$ cat config.mk
export PLATFORM = sky130hd
export DESIGN_NAME = bus_master_arbiter
export DESIGN_NICKNAME = d
export VERILOG_FILES = /design/src/rtl/bus_master_arbiter.sv
export SDC_FILE = /design/constraint.sdc
export NUM_CORES = 1
export LEC_CHECK = 0
export ABC_AREA = 1
export CORE_MARGIN = 3
export CORE_UTILIZATION = 46
export DETAILED_ROUTE_END_ITERATION = 12
export PLACE_DENSITY = 0.83
export SETUP_SLACK_MARGIN = 0.15
export SLEW_MARGIN = 25
export SYNTH_ARGS = -nofsm -noshare
export SYNTH_HDL_FRONTEND = slang
export SYNTH_SLANG_ARGS = --single-unit
export TNS_END_PERCENT = 30
$ cat constraint.sdc
create_clock -name clk -period 1.4 [get_ports clk]
set_input_delay 0.28 -clock clk [delete_from_list [all_inputs] [get_ports clk]]
set_output_delay 0.28 -clock clk [all_outputs]
set_load 0.005 [all_outputs]
$ cat src/rtl/bus_master_arbiter.sv
// Four-master round-robin bus arbiter with active-low requests/grants and registered outputs.
// Optional owner hold limit under macro BUS_ARB_HOLD_LIMIT_EN (MAX_HOLD cycles while others wait).
module bus_master_arbiter #(
  parameter int unsigned MAX_HOLD = 16
) (
  input  logic       clk,
  input  logic       reset,
  input  logic       m0_req_,
  input  logic       m1_req_,
  input  logic       m2_req_,
  input  logic       m3_req_,
  input  logic       m0_busy,
  input  logic       m1_busy,
  input  logic       m2_busy,
  input  logic       m3_busy,
  input  logic       m_rdy_,
  output logic       m0_grnt_,
  output logic       m1_grnt_,
  output logic       m2_grnt_,
  output logic       m3_grnt_,
  output logic [1:0] owner,
  output logic       bus_active
);

  typedef enum logic {IDLE, GRANT} state_t;

  state_t     state_q;
  logic [3:0] grnt_q;
  logic [1:0] owner_q;
  logic [1:0] last_q;
  logic       bus_active_q;

  logic [3:0] req;
  logic [3:0] busy;
  logic [3:0] others_req;
  logic       own_req;
  logic       own_busy;
  logic       release_d;
  logic       force_d;
  logic       idle_found;
  logic [1:0] idle_idx;
  logic       rel_found;
  logic [1:0] rel_idx;

  // First requester at or after start, wrapping 3 -> 0.
  function automatic logic [2:0] rr_pick(input logic [3:0] r, input logic [1:0] start);
    logic       found;
    logic [1:0] idx;
    logic [1:0] cand;
    found = 1'b0;
    idx   = 2'd0;
    for (int i = 0; i < 4; i++) begin
      cand = start + 2'(i);
      if (!found && r[cand]) begin
        found = 1'b1;
        idx   = cand;
      end
    end
    return {found, idx};
  endfunction

  assign req  = ~{m3_req_, m2_req_, m1_req_, m0_req_};
  assign busy = {m3_busy, m2_busy, m1_busy, m0_busy};

`ifdef BUS_ARB_HOLD_LIMIT_EN
  logic [7:0] hold_q;
  assign force_d = (hold_q == 8'(MAX_HOLD)) && !m_rdy_;
`else
  logic [8:0] unused_cfg;
  assign unused_cfg = {m_rdy_, 8'(MAX_HOLD)};
  assign force_d    = 1'b0;
`endif

  always_comb begin
    own_req    = req[owner_q];
    own_busy   = busy[owner_q];
    others_req = req & ~(4'b0001 << owner_q);
    release_d  = (!own_req && !own_busy) || force_d;
    {idle_found, idle_idx} = rr_pick(req, last_q + 2'd1);
    // Searching from owner+1 puts the releasing owner's own re-request last.
    {rel_found, rel_idx}   = rr_pick(req, owner_q + 2'd1);
  end

  always_ff @(posedge clk) begin
    if (reset) begin
      state_q      <= IDLE;
      grnt_q       <= 4'hF;
      owner_q      <= 2'd0;
      last_q       <= 2'd3;
      bus_active_q <= 1'b0;
`ifdef BUS_ARB_HOLD_LIMIT_EN
      hold_q       <= 8'd0;
`endif
    end else begin
      case (state_q)
        IDLE: begin
          if (idle_found) begin
            state_q      <= GRANT;
            grnt_q       <= ~(4'b0001 << idle_idx);
            owner_q      <= idle_idx;
            last_q       <= idle_idx;
            bus_active_q <= 1'b1;
          end
`ifdef BUS_ARB_HOLD_LIMIT_EN
          hold_q <= 8'd0;
`endif
        end
        GRANT: begin
          if (release_d) begin
            if (rel_found) begin
              grnt_q  <= ~(4'b0001 << rel_idx);
              owner_q <= rel_idx;
              last_q  <= rel_idx;
            end else begin
              state_q      <= IDLE;
              grnt_q       <= 4'hF;
              bus_active_q <= 1'b0;
            end
`ifdef BUS_ARB_HOLD_LIMIT_EN
            hold_q <= 8'd0;
`endif
          end
`ifdef BUS_ARB_HOLD_LIMIT_EN
          else if (|others_req && hold_q != 8'(MAX_HOLD)) begin
            hold_q <= hold_q + 8'd1;
          end
`endif
        end
        default: begin
          state_q      <= IDLE;
          grnt_q       <= 4'hF;
          bus_active_q <= 1'b0;
        end
      endcase
    end
  end

`ifndef BUS_ARB_HOLD_LIMIT_EN
  logic [3:0] unused_others;
  assign unused_others = others_req;
`endif

  assign {m3_grnt_, m2_grnt_, m1_grnt_, m0_grnt_} = grnt_q;
  assign owner      = owner_q;
  assign bus_active = bus_active_q;

endmodule

==> results.toml, run 1 <==
[sta]
drv_slew = 0
period_needed_ns = 1.78
fin_setup_tns_ns = -2.96
setup_viol = 10
rsz0062_at_grt = "true"
max_slew_margin_pct = 75.1
fin_ws_ns = -0.376
skew_ns = 0.00777
worst_slew_pin_slew_ns = 0.373
post-route-period-util_pct = 127
fmaxAchievable_mhz = 563
hold_violations = 0

[final_layout]
post-route-util_pct = 84.4
final_layout_size_suffix_gt1_share_pct = 38.6
n_antenna_cell = 0
stdcell_count = 240
nNetsFinal = 227
area_growth_pct = 62.3
fin_area_mm2 = 0.00155

[route]
wl_um = 3460
drtAntennaViolNets = 0
drtIter0Drc = 100
viasPerCell = 5.63
vias = 1350
drc = 0
first_pass_iters = 4
wire_per_inst_um = 14.4

[clock_tree]
tritoncts = "yes"
clock_latency_ns = 0.28
cts_max_level = 1
clock-sinks = 10
cts_max_path_buffers = 2
cts-root-buf = "clkbuf_4"
cts_buffers = 3
clkTransAtPathRegs_ns = 0.07

[floorplan]
core_area_mm2 = 0.00184
die_w_um = 51.6
initial_core_util_pct = 52.0
die_y_um = 51.6
rows = 15
design.die.area_mm2 = 0.00266
io_pins = 18

[logic_synthesis]
yosysTopAreaCellShare_pct = 28.3
ys_ff_latch = 10
synth_area_leaders = "nand2_1, dfxtp_1, nand2_2"
syn_nets = 182
synth_ff_type = "dfxtp_1"
synth_top_cell_by_area = "nand2_1"
yosysMostFrequentCell = "nand2_1"
ys_seq_area_share_pct = 20.9
synth_warnings = 0
synthesis.area_um2 = 956
avgSynthCellArea_um2 = 5.59
synth_cell_types = 25
synth_edf_count = 0
synth-async-reset-ratio_pct = 0
synthCells = 171
synth_common_cells = "nand2_1, inv_1, nand3_1"

[critical_path]
crit-reg2reg-launch = "last_q[0]"
arrival_ns = 1.94
r2r_end = "grnt_q[0]"
cp-end-kind = "flop"
reg2reg_depth = 15
start_kind = "flop"
cp.required_ns = 1.56
r2r_slack_ns = -0.38
critPathKind = "flop to flop"
critPathMaxFanout = 8

[grt]
grt_pass1_vias = 1196
grt_usage_pct = 23.5
antenna_found_initial = 0
grt-ovfl-total = 0
grt_first_pass_wirelength_um = 4710
grt_max_degree = 12

[worst_hold_path]
worst_hold_startpoint = "bus_active"
hold_path_class = "flop to flop"
hold_path_end = "bus_active"
hold_path_depth = 2

[place]
gp_congestion = 0.866
dp.cells = 229
dpl_cell_area_mm2 = 0.00129
place_hpwl_um = 2090
io_buffers = 16

[power]
power.density_mw_per_mm2 = 2490
peakVddDrop_v = 0.00163
leakage_uw = 0.000848

[job]
max_cap_viol_count = 0

[status]
status = "complete, but fails checks"
violations = "negative setup slack"
-- final cells by class --
class                      instances  area (um2)
timing repair buffer              42         379
sequential                        10         213
multi-input combinational        138         796
inverter                          21        96.3
tap                               25        31.3
clock buffer                       4        36.3
fill                             123         288
-- how the worst max path moves through the flow --
stage	from	to	slack, ns	cells after the start
after floorplan	last_q[0]	grnt_q[0]	-0.05	14
after global placement	m1_req_	grnt_q[0]	-0.58	14
after detailed placement	m3_req_	owner[1]	-0.61	13
after CTS	last_q[0]	grnt_q[1]	-0.28	15
after global routing	owner[0]	grnt_q[0]	-0.50	15
final	last_q[0]	grnt_q[0]	-0.38	15
-- worst max-delay path, stage by stage (launching register included) --
cell and delay, ns:
dfxtp_4 0.38, buf_12 0.13, clkinv_8 0.07, nand2_2 0.08, nand2_4 0.07, nand2_2 0.09, nand2_4 0.06, buf_4 0.14
nand2_1 0.05, nand2_1 0.05, nand2_1 0.08, nand2_2 0.07, nand2_4 0.09, nand2_2 0.06, o21bai_1 0.16, nand2_1 0.08
-- registers in the layout, indices dropped and copies added, names as in the netlist --
name,count
grnt_q,4
bus_active,1
last_q,2
state_q,1
owner,2
-- kinds of logic (layout without fill, tap and decap cells) --
logic type	Yosys count	count (layout)	share of synthesized area, %
AO/OA/AOI/OAI	24	24	15.3
buffers and inverters	23	67	11.0
flip-flops	10	10	20.9
AND/OR/NAND/NOR	114	114	52.7
-- where the power goes --
group | switching (uW) | leakage, uW | internal, uW | total, uW
Sequential | 136 | 0.0000846 | 429 | 565
Clock | 114 | 0.0000210 | 158 | 272
Combinational | 1750 | 0.000742 | 1270 | 3020
Total | 2000 | 0.000848 | 1850 | 3860
-- through the flow --
stage / total power [uW] / worst slack, ns / hold slack, ns
finish: 3860 / -0.376 / 0.508
global route: 4150 / -0.496 / 0.588
CTS: 3140 / -0.282 / 0.496
detailed placement: 2820 / -0.608 / 0.479
global placement: 2730 / -0.585 / 0.469
floorplan: 1980 / -0.0523 / 0.335
-- per-layer routing --
metal	up-vias	wire, um	part of all wire [%]	global-route usage [%]
li1	634	-	-	-
met3	18	339	9.8	4.30
met1	610	1280	37	25.0
met5	-	0	0	0
met4	0	148	4.3	12.2
met2	88	1690	49	43.2
-- repair_timing --
| item | CTS | global route |
|---|---|---|
| hold buffers | 0 | 0 |
| setup endpoints to repair | 17 | 12 |
| gates cloned | 0 | 1 |
| buffers inserted | 3 | 3 |
| pin swaps | 9 | 20 |
| gates resized for setup | 15 | 43 |
-- cell usage in the layout, fill, tap and decap left out --
cell type        instances
a21oi_1                  3
a21oi_2                  2
a31oi_1                  1
buf_12                   1
buf_4                   24
clkbuf_16                1
clkbuf_4                 3
clkbuf_8                 1
clkdlybuf4s50_1          5
clkinv_8                 1
dfxtp_1                  6
dfxtp_2                  1
dfxtp_4                  3
dlygate4sd2_1            9
dlymetal6s2s_1           2
inv_1                   13
inv_2                    5
inv_4                    2
nand2_1                 56
nand2_2                 17
nand2_4                 12
nand3_1                 13
nand3_2                  1
nand4_1                  4
nor2_1                   6
nor2_2                   2
nor2_4                   2
nor3_1                   1
o211ai_1                 1
o21a_1                   1
o21ai_0                  5
o21ai_1                  3
o21ai_2                  2
o21ai_4                  1
o21bai_1                 3
o21bai_4                 1
o31ai_2                  1
Power figures use the tool's default switching activity.
==> run 2, diff against run 1 <==
SETUP_SLACK_MARGIN = 0.3   (was 0.15)
==> run 2 against run 1 <==
Against the previous run:
- the flow still finishes with violations (negative setup slack)
- critical path type unchanged
- wire length is essentially flat
- count of clock-buffer cells in the layout is the same
- cell area grew 0.32%
- hold slack is essentially flat
- die area is the same
- register-to-register slack is essentially flat
- first-iteration DRC count shrank 2.0%
- highest routed layer unchanged
- critical endpoint unchanged
- clock power is essentially flat
- via count shrank 0.81%
==> results.toml, run 2 (synthesis gave the netlist of run 1 again) <==
[grt]
use_met3_pct = 4.30
antenna_found_initial = 0
met2_usage_pct = 43.2
grt_most_used_layer = "met2"
grt_pass1_vias = 1196
grt-ovfl-total = 0
grt_first_pass_wirelength_um = 4710
grt_max_degree = 12
use_met1_pct = 25.0
grt_usage_pct = 23.5

[sta]
fin_ws_ns = -0.380
rsz0062_at_grt = "true"
fin_setup_tns_ns = -2.97
post-route-period-util_pct = 127
period_needed_ns = 1.78
hold_violations = 0
drv_slew = 0
worst_slew_pin_slew_ns = 0.369
max_slew_margin_pct = 75.4
skew_ns = 0.00832
setup_viol = 10
fmaxAchievable_mhz = 562

[clock_tree]
clock-sinks = 10
clock_latency_ns = 0.28
clkTransAtPathRegs_ns = 0.07
cts-root-buf = "clkbuf_4"
cts_max_level = 1
tritoncts = "yes"
cts_max_path_buffers = 2
cts_buffers = 3

[final_layout]
nFillCells = 122
largest_reg_flops = 4
layout_commonest_cell = "nand2_1"
nNetsFinal = 227
largest-register = "grnt_q"
area_growth_pct = 62.8
final_cell_mix = "nand2_1, buf_4, nand2_2"
post-route-util_pct = 84.6
final_layout_size_suffix_gt1_share_pct = 39.1
stdcell_count = 240
n_antenna_cell = 0

[place]
place_hpwl_um = 2090
io_buffers = 16
gp_congestion = 0.866
dp.cells = 229

[floorplan]
core_area_mm2 = 0.00184
io_pins = 18
initial_core_util_pct = 52.0
die_y_um = 51.6
die_w_um = 51.6
design.die.area_mm2 = 0.00266
rows = 15

[route]
drtIter0Drc = 98
wl_um = 3460
vias = 1339
wire_per_inst_um = 14.4
viasPerCell = 5.58
drc = 0
first_pass_iters = 4
drtAntennaViolNets = 0

[critical_path]
critPathMaxFanout = 8
path_cells = "buf_12 -> clkinv_8 -> nand2_2 -> nand2_4 -> nand2_2 -> nand2_4 -> buf_4 -> nand2_1 -> nand2_1 -> nand2_1 -> nand2_2 -> nand2_4 -> nand2_2 -> o21bai_1 -> nand2_1"
critPathKind = "flop to flop"
cp.required_ns = 1.57
reg2reg_depth = 15
max_stage_delay_ns = 0.38
crit_path_top_delay_cell = "dfxtp_4"
start_kind = "flop"
arrival_ns = 1.95
cp-end-kind = "flop"

[power]
leakage_uw = 0.000837
finalPower_uw = 3890
power.density_mw_per_mm2 = 2500
peakVddDrop_v = 0.00173

[worst_hold_path]
hold_path_depth = 2
hold_path_class = "flop to flop"

[status]
status = "complete, but fails checks"
violations = "negative setup slack"

[job]
max_cap_viol_count = 0
## run 2: cell types whose count changed in the layout (fill, tap and decap cells not counted)
cell	previous run	this run
clkdlybuf4s15_1	0	2
buf_4	24	23
buf_6	0	2
dlygate4sd2_1	9	7
dlymetal6s2s_1	2	1
## run 2: worst paths after layout
path | startpoint | to | slack (ns)
worst min register to register | bus_active | bus_active | 0.51
worst max-delay path | last_q[0] | grnt_q[0] | -0.38
worst max register to register | last_q[0] | grnt_q[0] | -0.38
worst min-delay path | bus_active | bus_active | 0.51
## run 2: stage by stage
stage | hold slack, ns | instance area, um2 | setup WS, ns
2_1_floorplan | 0.335 | 968 | -0.0523
3_5_place_dp | 0.479 | 1290 | -0.608
6_report | 0.509 | 1560 | -0.380
4_1_cts | 0.496 | 1360 | -0.282
3_3_place_gp | 0.469 | 1290 | -0.585
5_1_grt | 0.588 | 1560 | -0.496
## run 2: repair_timing
item,in CTS,in global routing
pin swaps,9,20
gates cloned,0,1
hold buffers,0,0
buffers inserted,3,3
setup endpoints to repair,17,17
gates resized for setup,17,46
## run 2: cell type report
type | instances | area [um2] | area share [%]
clock buffers | 4 | 36.3 | 2.33
inverters | 21 | 96.3 | 6.19
multi-input cells | 138 | 796 | 51.1
flip-flops and latches | 10 | 213 | 13.7
well taps | 25 | 31.3 | 2.01
repair buffers | 42 | 384 | 24.7
## run 2: routing by layer
layer / share of wire (%) / routed length [um]
met1: 38 / 1330
met2: 49 / 1700
met3: 8.5 / 293
met4: 3.9 / 136
met5: 0 / 0
## run 2: critical path: cells and delay by family, from the launching register on
family | cells | cell delay [ns]
flip-flops | 1 | 0.38
buffers and inverters | 3 | 0.34
AND/OR/NAND/NOR | 11 | 0.78
AO/OA/AOI/OAI | 1 | 0.16
## run 2: report_power, final
part           internal (uW)  switching (uW)  total (uW)  leakage [uW]
logic                   1290            1760        3040      0.000732
registers                429             140         569     0.0000846
clock network            159             116         275     0.0000210
==> run 3, diff against run 2 <==
SETUP_SLACK_MARGIN = 0.2   (was 0.3)
==> run 3 against run 2 <==
Against the previous run:
- the flow still finishes with violations (negative setup slack)
- non-clock buffer count did not move
- clock skew did not move
- clock power barely moved
- critical path type unchanged
- highest routed layer unchanged
==> results.toml, run 3 (synthesis gave the netlist of run 1 again) <==
[final_layout]
largest-register = "grnt_q"
final_layout_size_suffix_gt1_share_pct = 39.1
nFillCells = 125
area_growth_pct = 61.9
fin_area_mm2 = 0.00155
largest_reg_flops = 4
stdcell_count = 240
final_cell_mix = "nand2_1, buf_4, nand2_2"
n_antenna_cell = 0
post-route-util_pct = 84.1
nNetsFinal = 227
layout_commonest_cell = "nand2_1"

[grt]
grt-ovfl-total = 0
grt_usage_pct = 23.5
grt_max_degree = 12
grt_first_pass_wirelength_um = 4710
grt_pass1_vias = 1196
antenna_found_initial = 0

[place]
dp.cells = 229
dpl_cell_area_mm2 = 0.00129
io_buffers = 16
gp_congestion = 0.866
place_hpwl_um = 2090
place_ws_ns = -0.608

[status]
status = "complete, but fails checks"
violations = "negative setup slack"

[power]
power.density_mw_per_mm2 = 2490
p_int_uw = 1850
swShare_pct = 52.0
pwr-share-comb_pct = 78.2
p_seq_share_pct = 14.7
peakVddDrop_v = 0.00163
leakage_uw = 0.000834
pwr-share-clk_pct = 7.1
power_switching_uw = 2010

[critical_path]
cp-end-kind = "flop"
arrival_ns = 1.95
start_kind = "flop"
critPathMaxFanout = 8
cp.required_ns = 1.57
critPathKind = "flop to flop"

[sta]
rsz0062_at_grt = "true"
fmaxAchievable_mhz = 562
setup_viol = 10
drv_slew = 0
hold_violations = 0
fin_ws_ns = -0.380
skew_ns = 0.00832
whs_ns = 0.509
max_slew_margin_pct = 75.4
period_needed_ns = 1.78
worst_slew_pin_slew_ns = 0.369
post-route-period-util_pct = 127

[route]
viasPerCell = 5.58
drtIter0Drc = 98
first_pass_iters = 4
vias = 1339
wire_per_inst_um = 14.4
drc = 0
drtAntennaViolNets = 0
wl_um = 3460

[clock_tree]
clock-sinks = 10
cts_max_path_buffers = 2
tritoncts = "yes"
cts-root-buf = "clkbuf_4"
cts_max_level = 1
clock_latency_ns = 0.28
clkTransAtPathRegs_ns = 0.07
cts_buffers = 3

[floorplan]
rows = 15
die_w_um = 51.6
io_pins = 18
design.die.area_mm2 = 0.00266
core_area_mm2 = 0.00184
initial_core_util_pct = 52.0
die_y_um = 51.6

[worst_hold_path]
hold_path_class = "flop to flop"

[job]
max_cap_viol_count = 0
run 3: repair_timing:
action | CTS | global route
hold buffers | 0 | 0
setup endpoints to repair | 17 | 12
resized for setup | 15 | 45
cloned | 0 | 1
setup buffers | 3 | 3
pin swaps | 9 | 20
run 3: path summary, 6_finish.rpt:
check	start	to	slack (ns)	cells after the start
worst max register to register	last_q[0]	grnt_q[0]	-0.38	15
worst max-delay path	last_q[0]	grnt_q[0]	-0.38	15
worst min register to register	bus_active	bus_active	0.51	2
worst min-delay path	bus_active	bus_active	0.51	2
run 3: metrics by stage:
step / TNS (ns) / total power, uW
2_1_floorplan: -0.240 / 1980
3_3_place_gp: -5.34 / 2730
3_5_place_dp: -5.75 / 2820
4_1_cts: -2.91 / 3140
5_1_grt: -3.94 / 4150
6_report: -2.97 / 3860
run 3: power by group through the flow:
| stage | logic, uW | registers (uW) | clock network, uW |
|---|---|---|---|
| 2_1_floorplan | 1460 | 521 | 0 |
| 3_3_place_gp | 2210 | 521 | 0 |
| 3_5_place_dp | 2290 | 530 | 0 |
| 4_1_cts | 2350 | 526 | 273 |
| 5_1_grt | 3280 | 588 | 289 |
| 6_report | 3020 | 568 | 275 |
run 3: critical path: stages, from the launching register on:
cell and delay, ns:
dfxtp_4 0.38, buf_12 0.13, clkinv_8 0.07, nand2_2 0.08, nand2_4 0.07, nand2_2 0.09, nand2_4 0.06, buf_4 0.14
nand2_1 0.05, nand2_1 0.05, nand2_1 0.08, nand2_2 0.07, nand2_4 0.09, nand2_2 0.06, o21bai_1 0.16, nand2_1 0.08
run 3: metal layers:
metal | vias up | part of all wire, % | GRT usage [%]
met5 | - | 0 | 0
met4 | 0 | 3.9 | 12.2
met3 | 16 | 8.4 | 4.30
met2 | 77 | 49 | 43.2
met1 | 612 | 38 | 25.0
li1 | 634 | - | -
run 3: cell type report:
type	count	area (um2)	share of cell area, %
timing repair buffer	42	375	24.3
sequential	10	213	13.7
clock buffer	4	36.3	2.34
multi-input combinational	138	796	51.4
inverter	21	96.3	6.22
tap	25	31.3	2.02
